<file path="src/rtl/cpu_control_unit_if.sv">
// Control bundle between the accumulator CPU sequencer and its datapath/memory.
// The sequencer side uses the master modport; the datapath/memory side uses slave.
interface cpu_control_unit_if #(
    parameter int ICNT_W = 16
) ();
    logic [3:0]        opcode;
    logic              acc_zero;
    logic              acc_neg;
    logic              mem_ready;
    logic              loadIR;
    logic              incPC;
    logic              loadPC;
    logic              mem_req;
    logic              mem_we;
    logic              addr_sel;
    logic              load_mdr;
    logic              loadACC;
    logic [2:0]        alu_op;
    logic              halted;
    logic              illegal;
    logic [ICNT_W-1:0] icount;

    modport master (
        input  opcode, acc_zero, acc_neg, mem_ready,
        output loadIR, incPC, loadPC, mem_req, mem_we, addr_sel,
               load_mdr, loadACC, alu_op, halted, illegal, icount
    );

    modport slave (
        output opcode, acc_zero, acc_neg, mem_ready,
        input  loadIR, incPC, loadPC, mem_req, mem_we, addr_sel,
               load_mdr, loadACC, alu_op, halted, illegal, icount
    );
endinterface

</file>
<file path="src/rtl/cpu_control_unit.sv">
// Multi-cycle Moore sequencer for the 16-bit accumulator CPU: fetch, decode,
// memory access and execute with a req/ready memory handshake.
module cpu_control_unit #(
    parameter int ICNT_W = 16
) (
    input  logic                 clk,
    input  logic                 rst_n,
    cpu_control_unit_if.master   bus
);
    localparam logic [3:0] S_IDLE   = 4'd0;
    localparam logic [3:0] S_FETCH  = 4'd1;
    localparam logic [3:0] S_LOADIR = 4'd2;
    localparam logic [3:0] S_DECODE = 4'd3;
    localparam logic [3:0] S_MEMRD  = 4'd4;
    localparam logic [3:0] S_MEMWR  = 4'd5;
    localparam logic [3:0] S_EXEC   = 4'd6;
    localparam logic [3:0] S_JUMP   = 4'd7;
    localparam logic [3:0] S_HALT   = 4'd8;

    localparam logic [3:0] OP_NOP = 4'h0;
    localparam logic [3:0] OP_LDA = 4'h1;
    localparam logic [3:0] OP_STA = 4'h2;
    localparam logic [3:0] OP_ADD = 4'h3;
    localparam logic [3:0] OP_SUB = 4'h4;
    localparam logic [3:0] OP_AND = 4'h5;
    localparam logic [3:0] OP_OR  = 4'h6;
    localparam logic [3:0] OP_NOT = 4'h7;
    localparam logic [3:0] OP_JMP = 4'h8;
    localparam logic [3:0] OP_JZ  = 4'h9;
    localparam logic [3:0] OP_JN  = 4'hA;
    localparam logic [3:0] OP_HLT = 4'hF;

    logic [3:0]        r_state;
    logic [3:0]        w_next;
    logic [3:0]        r_opcode;
    logic              r_illegal;
    logic [ICNT_W-1:0] r_icount;
    logic              w_undef;
    logic              w_retire;
    logic [2:0]        w_alu_op;

    assign w_undef = (bus.opcode >= 4'hB) && (bus.opcode <= 4'hE);

    always_comb begin
        w_next = r_state;
        case (r_state)
            S_IDLE:   w_next = S_FETCH;
            S_FETCH:  if (bus.mem_ready) w_next = S_LOADIR;
            S_LOADIR: w_next = S_DECODE;
            S_DECODE: begin
                case (bus.opcode)
                    OP_LDA, OP_ADD, OP_SUB, OP_AND, OP_OR: w_next = S_MEMRD;
                    OP_STA: w_next = S_MEMWR;
                    OP_NOT: w_next = S_EXEC;
                    OP_JMP: w_next = S_JUMP;
                    OP_JZ:  w_next = bus.acc_zero ? S_JUMP : S_FETCH;
                    OP_JN:  w_next = bus.acc_neg  ? S_JUMP : S_FETCH;
                    OP_HLT: w_next = S_HALT;
                    default: w_next = S_FETCH;
                endcase
            end
            S_MEMRD:  if (bus.mem_ready) w_next = S_EXEC;
            S_MEMWR:  if (bus.mem_ready) w_next = S_FETCH;
            S_EXEC:   w_next = S_FETCH;
            S_JUMP:   w_next = S_FETCH;
            S_HALT:   w_next = S_HALT;
            default:  w_next = S_IDLE;
        endcase
    end

    // An instruction retires on any entry into FETCH except the one right after reset.
    assign w_retire = (w_next == S_FETCH) && (r_state != S_FETCH) && (r_state != S_IDLE);

    always_ff @(posedge clk or negedge rst_n) begin
        if (!rst_n) begin
            r_state   <= S_IDLE;
            r_illegal <= 1'b0;
            r_icount  <= '0;
        end else begin
            r_state <= w_next;
            if ((r_state == S_DECODE) && w_undef) r_illegal <= 1'b1;
            if (w_retire && (r_icount != {ICNT_W{1'b1}})) r_icount <= r_icount + 1'b1;
        end
    end

    // Latched copy keeps EXEC independent of IR changes after DECODE.
    always_ff @(posedge clk) begin
        if (r_state == S_DECODE) r_opcode <= bus.opcode;
    end

    always_comb begin
        w_alu_op = 3'd0;
        if (r_state == S_EXEC) begin
            case (r_opcode)
                OP_ADD:  w_alu_op = 3'd1;
                OP_SUB:  w_alu_op = 3'd2;
                OP_AND:  w_alu_op = 3'd3;
                OP_OR:   w_alu_op = 3'd4;
                OP_NOT:  w_alu_op = 3'd5;
                default: w_alu_op = 3'd0;
            endcase
        end
    end

    assign bus.loadIR   = (r_state == S_LOADIR);
    assign bus.incPC    = (r_state == S_LOADIR);
    assign bus.loadPC   = (r_state == S_JUMP);
    assign bus.mem_req  = (r_state == S_FETCH) || (r_state == S_MEMRD) || (r_state == S_MEMWR);
    assign bus.mem_we   = (r_state == S_MEMWR);
    assign bus.addr_sel = (r_state == S_MEMRD) || (r_state == S_MEMWR);
    assign bus.load_mdr = (r_state == S_MEMRD) && bus.mem_ready;
    assign bus.loadACC  = (r_state == S_EXEC);
    assign bus.alu_op   = w_alu_op;
    assign bus.halted   = (r_state == S_HALT);
    assign bus.illegal  = r_illegal;
    assign bus.icount   = r_icount;
endmodule

</file>
<file path="src/flat_wrapper.sv">
// flat-port wrapper written by rule: the top's interface ports become plain ports
module cpu_control_unit_flat 
#(
    parameter int ICNT_W = 16
)
  (clk, rst_n, bus_opcode, bus_acc_zero, bus_acc_neg, bus_mem_ready, bus_loadIR, bus_incPC, bus_loadPC, bus_mem_req, bus_mem_we, bus_addr_sel, bus_load_mdr, bus_loadACC, bus_alu_op, bus_halted, bus_illegal, bus_icount);
  cpu_control_unit_if #(.ICNT_W(ICNT_W)) bus_i ();
  input  logic clk;
  input  logic rst_n;
  input wire logic [$bits(bus_i.opcode)-1:0] bus_opcode;
  input wire logic [$bits(bus_i.acc_zero)-1:0] bus_acc_zero;
  input wire logic [$bits(bus_i.acc_neg)-1:0] bus_acc_neg;
  input wire logic [$bits(bus_i.mem_ready)-1:0] bus_mem_ready;
  output wire logic [$bits(bus_i.loadIR)-1:0] bus_loadIR;
  output wire logic [$bits(bus_i.incPC)-1:0] bus_incPC;
  output wire logic [$bits(bus_i.loadPC)-1:0] bus_loadPC;
  output wire logic [$bits(bus_i.mem_req)-1:0] bus_mem_req;
  output wire logic [$bits(bus_i.mem_we)-1:0] bus_mem_we;
  output wire logic [$bits(bus_i.addr_sel)-1:0] bus_addr_sel;
  output wire logic [$bits(bus_i.load_mdr)-1:0] bus_load_mdr;
  output wire logic [$bits(bus_i.loadACC)-1:0] bus_loadACC;
  output wire logic [$bits(bus_i.alu_op)-1:0] bus_alu_op;
  output wire logic [$bits(bus_i.halted)-1:0] bus_halted;
  output wire logic [$bits(bus_i.illegal)-1:0] bus_illegal;
  output wire logic [$bits(bus_i.icount)-1:0] bus_icount;
  assign bus_i.opcode = bus_opcode;
  assign bus_i.acc_zero = bus_acc_zero;
  assign bus_i.acc_neg = bus_acc_neg;
  assign bus_i.mem_ready = bus_mem_ready;
  assign bus_loadIR = bus_i.loadIR;
  assign bus_incPC = bus_i.incPC;
  assign bus_loadPC = bus_i.loadPC;
  assign bus_mem_req = bus_i.mem_req;
  assign bus_mem_we = bus_i.mem_we;
  assign bus_addr_sel = bus_i.addr_sel;
  assign bus_load_mdr = bus_i.load_mdr;
  assign bus_loadACC = bus_i.loadACC;
  assign bus_alu_op = bus_i.alu_op;
  assign bus_halted = bus_i.halted;
  assign bus_illegal = bus_i.illegal;
  assign bus_icount = bus_i.icount;
  cpu_control_unit #(.ICNT_W(ICNT_W)) u_core (.clk(clk), .rst_n(rst_n), .bus(bus_i));
endmodule
</file>
<file path="config.mk">
export PLATFORM = sky130hd
export DESIGN_NAME = cpu_control_unit_flat
export DESIGN_NICKNAME = d
export VERILOG_FILES = /design/src/rtl/cpu_control_unit_if.sv /design/src/rtl/cpu_control_unit.sv /design/src/flat_wrapper.sv
export SDC_FILE = /design/constraint.sdc
export NUM_CORES = 1
export LEC_CHECK = 0
export BUFFER_PORTS_ARGS = -buffer_cell sky130_fd_sc_hd__buf_2
export CORE_MARGIN = 10
export CORE_UTILIZATION = 45
export CTS_CLUSTER_DIAMETER = 40
export DETAILED_ROUTE_END_ITERATION = 12
export PLACE_DENSITY = 0.83
export SYNTH_ARGS = -nofsm -noshare
export SYNTH_HDL_FRONTEND = slang
export SYNTH_SLANG_ARGS = --single-unit
</file>
<file path="constraint.sdc">
create_clock -name clk -period 1.9 [get_ports clk]
set_input_delay 0.285 -clock clk [delete_from_list [all_inputs] [get_ports clk]]
set_output_delay 0.285 -clock clk [all_outputs]
set_load 0.02 [all_outputs]
</file>
==> flow_summary.ini <==
[synth]
syn-cell-area_sq_mm = 0.001331
synth_flop_cell = dfrtp_1
ys_types = 36
synth_top_area_frac = 0.3947
synth-async-reset-ratio = 0.8400
synth_seq_cells = 25
avgSynthCellArea_sq_um = 9.789
synth_top_area_cell = dfrtp_1
ys_warn_count = 0
seq_area_frac_synth = 0.4850
syn-num-nets = 146
yosys-top-cells-area = dfrtp_1 39%, edfxtp_1 9.0%, xor2_1 5.9%
syn_inst = 136
synth_edf_count = 4

[power_and_ir_drop]
ir_drop_uv = 1034
power_mw = 1.984
comb_power_share = 0.493
p_int_mw = 1.165
sw_frac_of_total = 0.4127
leakage_nw = 0.8769
switchingPower_mw = 0.8187
p_seq_frac = 0.391
pwr-share-clk = 0.116
cellPowerDensity_mw_per_mm2 = 1137

[floorplan]
io_pins = 38
dieWidth_um = 74.39
core_area_sq_mm = 0.002781
die_y_um = 74.39
die-area_sq_mm = 0.005534
num_rows = 19
initial_utilization = 0.4786

[hold_path]
min_path_type = input pin to flop

[sta]
setup_viol = 0
holdWs_ns = 0.1951
min_period_over_period = 0.9811
drv_slew = 0
period_minus_slack_ns = 1.864
rsz0062_at_grt = true
fin_worst_skew_ns = 0.006442
clock.fmax_ghz = 0.5364
finalHoldViolCount = 0
setup_tns_ns = 0
worst_pin_slew_ns = 0.4603
setup_ws_ns = 0.03583
maxSlewHeadroom = 0.6931

[critical_path]
critPathMaxFanout = 6
setup.worst_path.start_class = flop
crit_required_ns = 1.62
crit_path_end_kind = output pin
timing_worst_setup_path_type = flop to output pin
worstPathArrival_ns = 1.58

[status]
outcome = complete, no violations

[finish]
area_growth_pct = 31.01
drive_above_1_share = 0.3915
antenna_cells = 0
final_cell_mix = 34 x buf_2, 18 x dfrtp_1, 16 x buf_4
nets = 200
fin_cells = 220
final_common_cell = buf_2

[detailed_routing]
wl_per_cell_um = 15.26
postRouteAntennaNets = 0
vias_per_cell = 5.505
firstDrtPassIters = 4
drcViolationCount = 0
vias = 1211
drtIter0Drc = 138
routed_wl_um = 3358

[clocking]
clk_latency_ns = 0.31
root_buffer = clkbuf_4
path_clk_slew_ns = 0.13
numCtsBuffers = 3
cts.htree.levels = 1
cts_tree = yes
cts_sinks = 25
clockBufferDepth = 2

[run]
max-cap-violations = 0

[global_route]
antenna_found_initial = 0
grt_pass1_wl_um = 5168
overflow = 0
grt_pass1_vias = 1198
grt_max_degree = 22
grt_use_total = 0.1131

[placed_design]
hpwl_um = 2491
place.gp.congestion = 0.8647
portBuffers = 37
post-place-ws_ns = -0.07055
dp_cells = 209
## layout make-up
cell class / instances / area [sq um]
Clock buffer: 4 / 26.28
Fill cell: 223 / 1037
Inverter: 6 / 27.53
Multi-Input combinational cell: 100 / 668.1
Sequential cell: 25 / 649.4
Tap cell: 31 / 38.79
Timing Repair Buffer: 54 / 334.1
## worst paths after layout
kind	start	endpoint	slack, ns	depth (start not counted)
worst max-delay path	u_core.r_state[3]	bus_halted	0.04	3
worst min-delay path	bus_opcode[0]	u_core.r_opcode[0]	0.20	1
worst max register to register	u_core.r_state[2]	u_core.bus.icount[11]	0.09	8
worst min register to register	u_core.bus.illegal	u_core.bus.illegal	0.50	1
max in group asynchronous	rst_n	u_core.r_state[3]	1.12	2
min in group asynchronous	rst_n	u_core.bus.icount[7]	0.43	2
## cells by family after synthesis
kind of cell / synth area share
adder cells (fa/ha/maj): 0.009397
AND/OR/NAND/NOR: 0.2481
AO/OA/AOI/OAI: 0.09492
buffers and inverters: 0.05075
XOR/XNOR: 0.1118
flip-flops: 0.4850
## synthesized netlist by cell type (4+ instances only)
library cell,number
inv_1,6
nand4_1,4
xnor2_1,8
and3_1,6
edfxtp_1,4
xor2_1,9
nand2_1,16
nor2_1,11
nor3_1,7
nand3_1,11
dfrtp_1,21
## worst max-delay path, stage by stage (launching register included)
cell and delay (ns):
dfrtp_2 0.47, inv_1 0.13, nor4_1 0.42, buf_2 0.25
## flip-flops by register name, indices dropped and copies added, names as in the netlist
| register | flops |
|---|---|
| u_core.bus.icount | 16 |
| u_core.r_opcode | 4 |
| u_core.r_state | 4 |
| u_core.bus.illegal | 1 |
## power by group through the flow
stage	clock network, mW	registers (mW)	logic [mW]
after floorplan	0	0.851	0.501
after global placement	0	0.786	0.788
after detailed placement	0	0.795	0.807
after CTS	0.238	0.783	0.820
after global routing	0.268	0.793	1.07
final	0.230	0.775	0.979
## per-stage QoR
step,utilization,cell area [sq um]
after floorplan,-,1340
after global placement,0.5731,1594
after detailed placement,0.5731,1594
after CTS,0.5915,1645
after global routing,0.6271,1744
final,0.6271,1744
## routing by layer
layer	vias up	track usage	share of wire
li1	585	-	-
met1	566	0.1305	0.40
met2	54	0.1906	0.48
met3	6	0.04787	0.11
met4	0	0.02439	0.0066
met5	-	0	0
## timing repair
action | 4_1_cts | 5_1_grt
setup endpoints to repair | 5 | 15
hold endpoints to repair | 21 | 0
hold buffers | 1 | 0
setup buffers | 0 | 6
resized for setup | 4 | 17
pin swaps | 0 | 8
(Power assumes the default switching activity.)
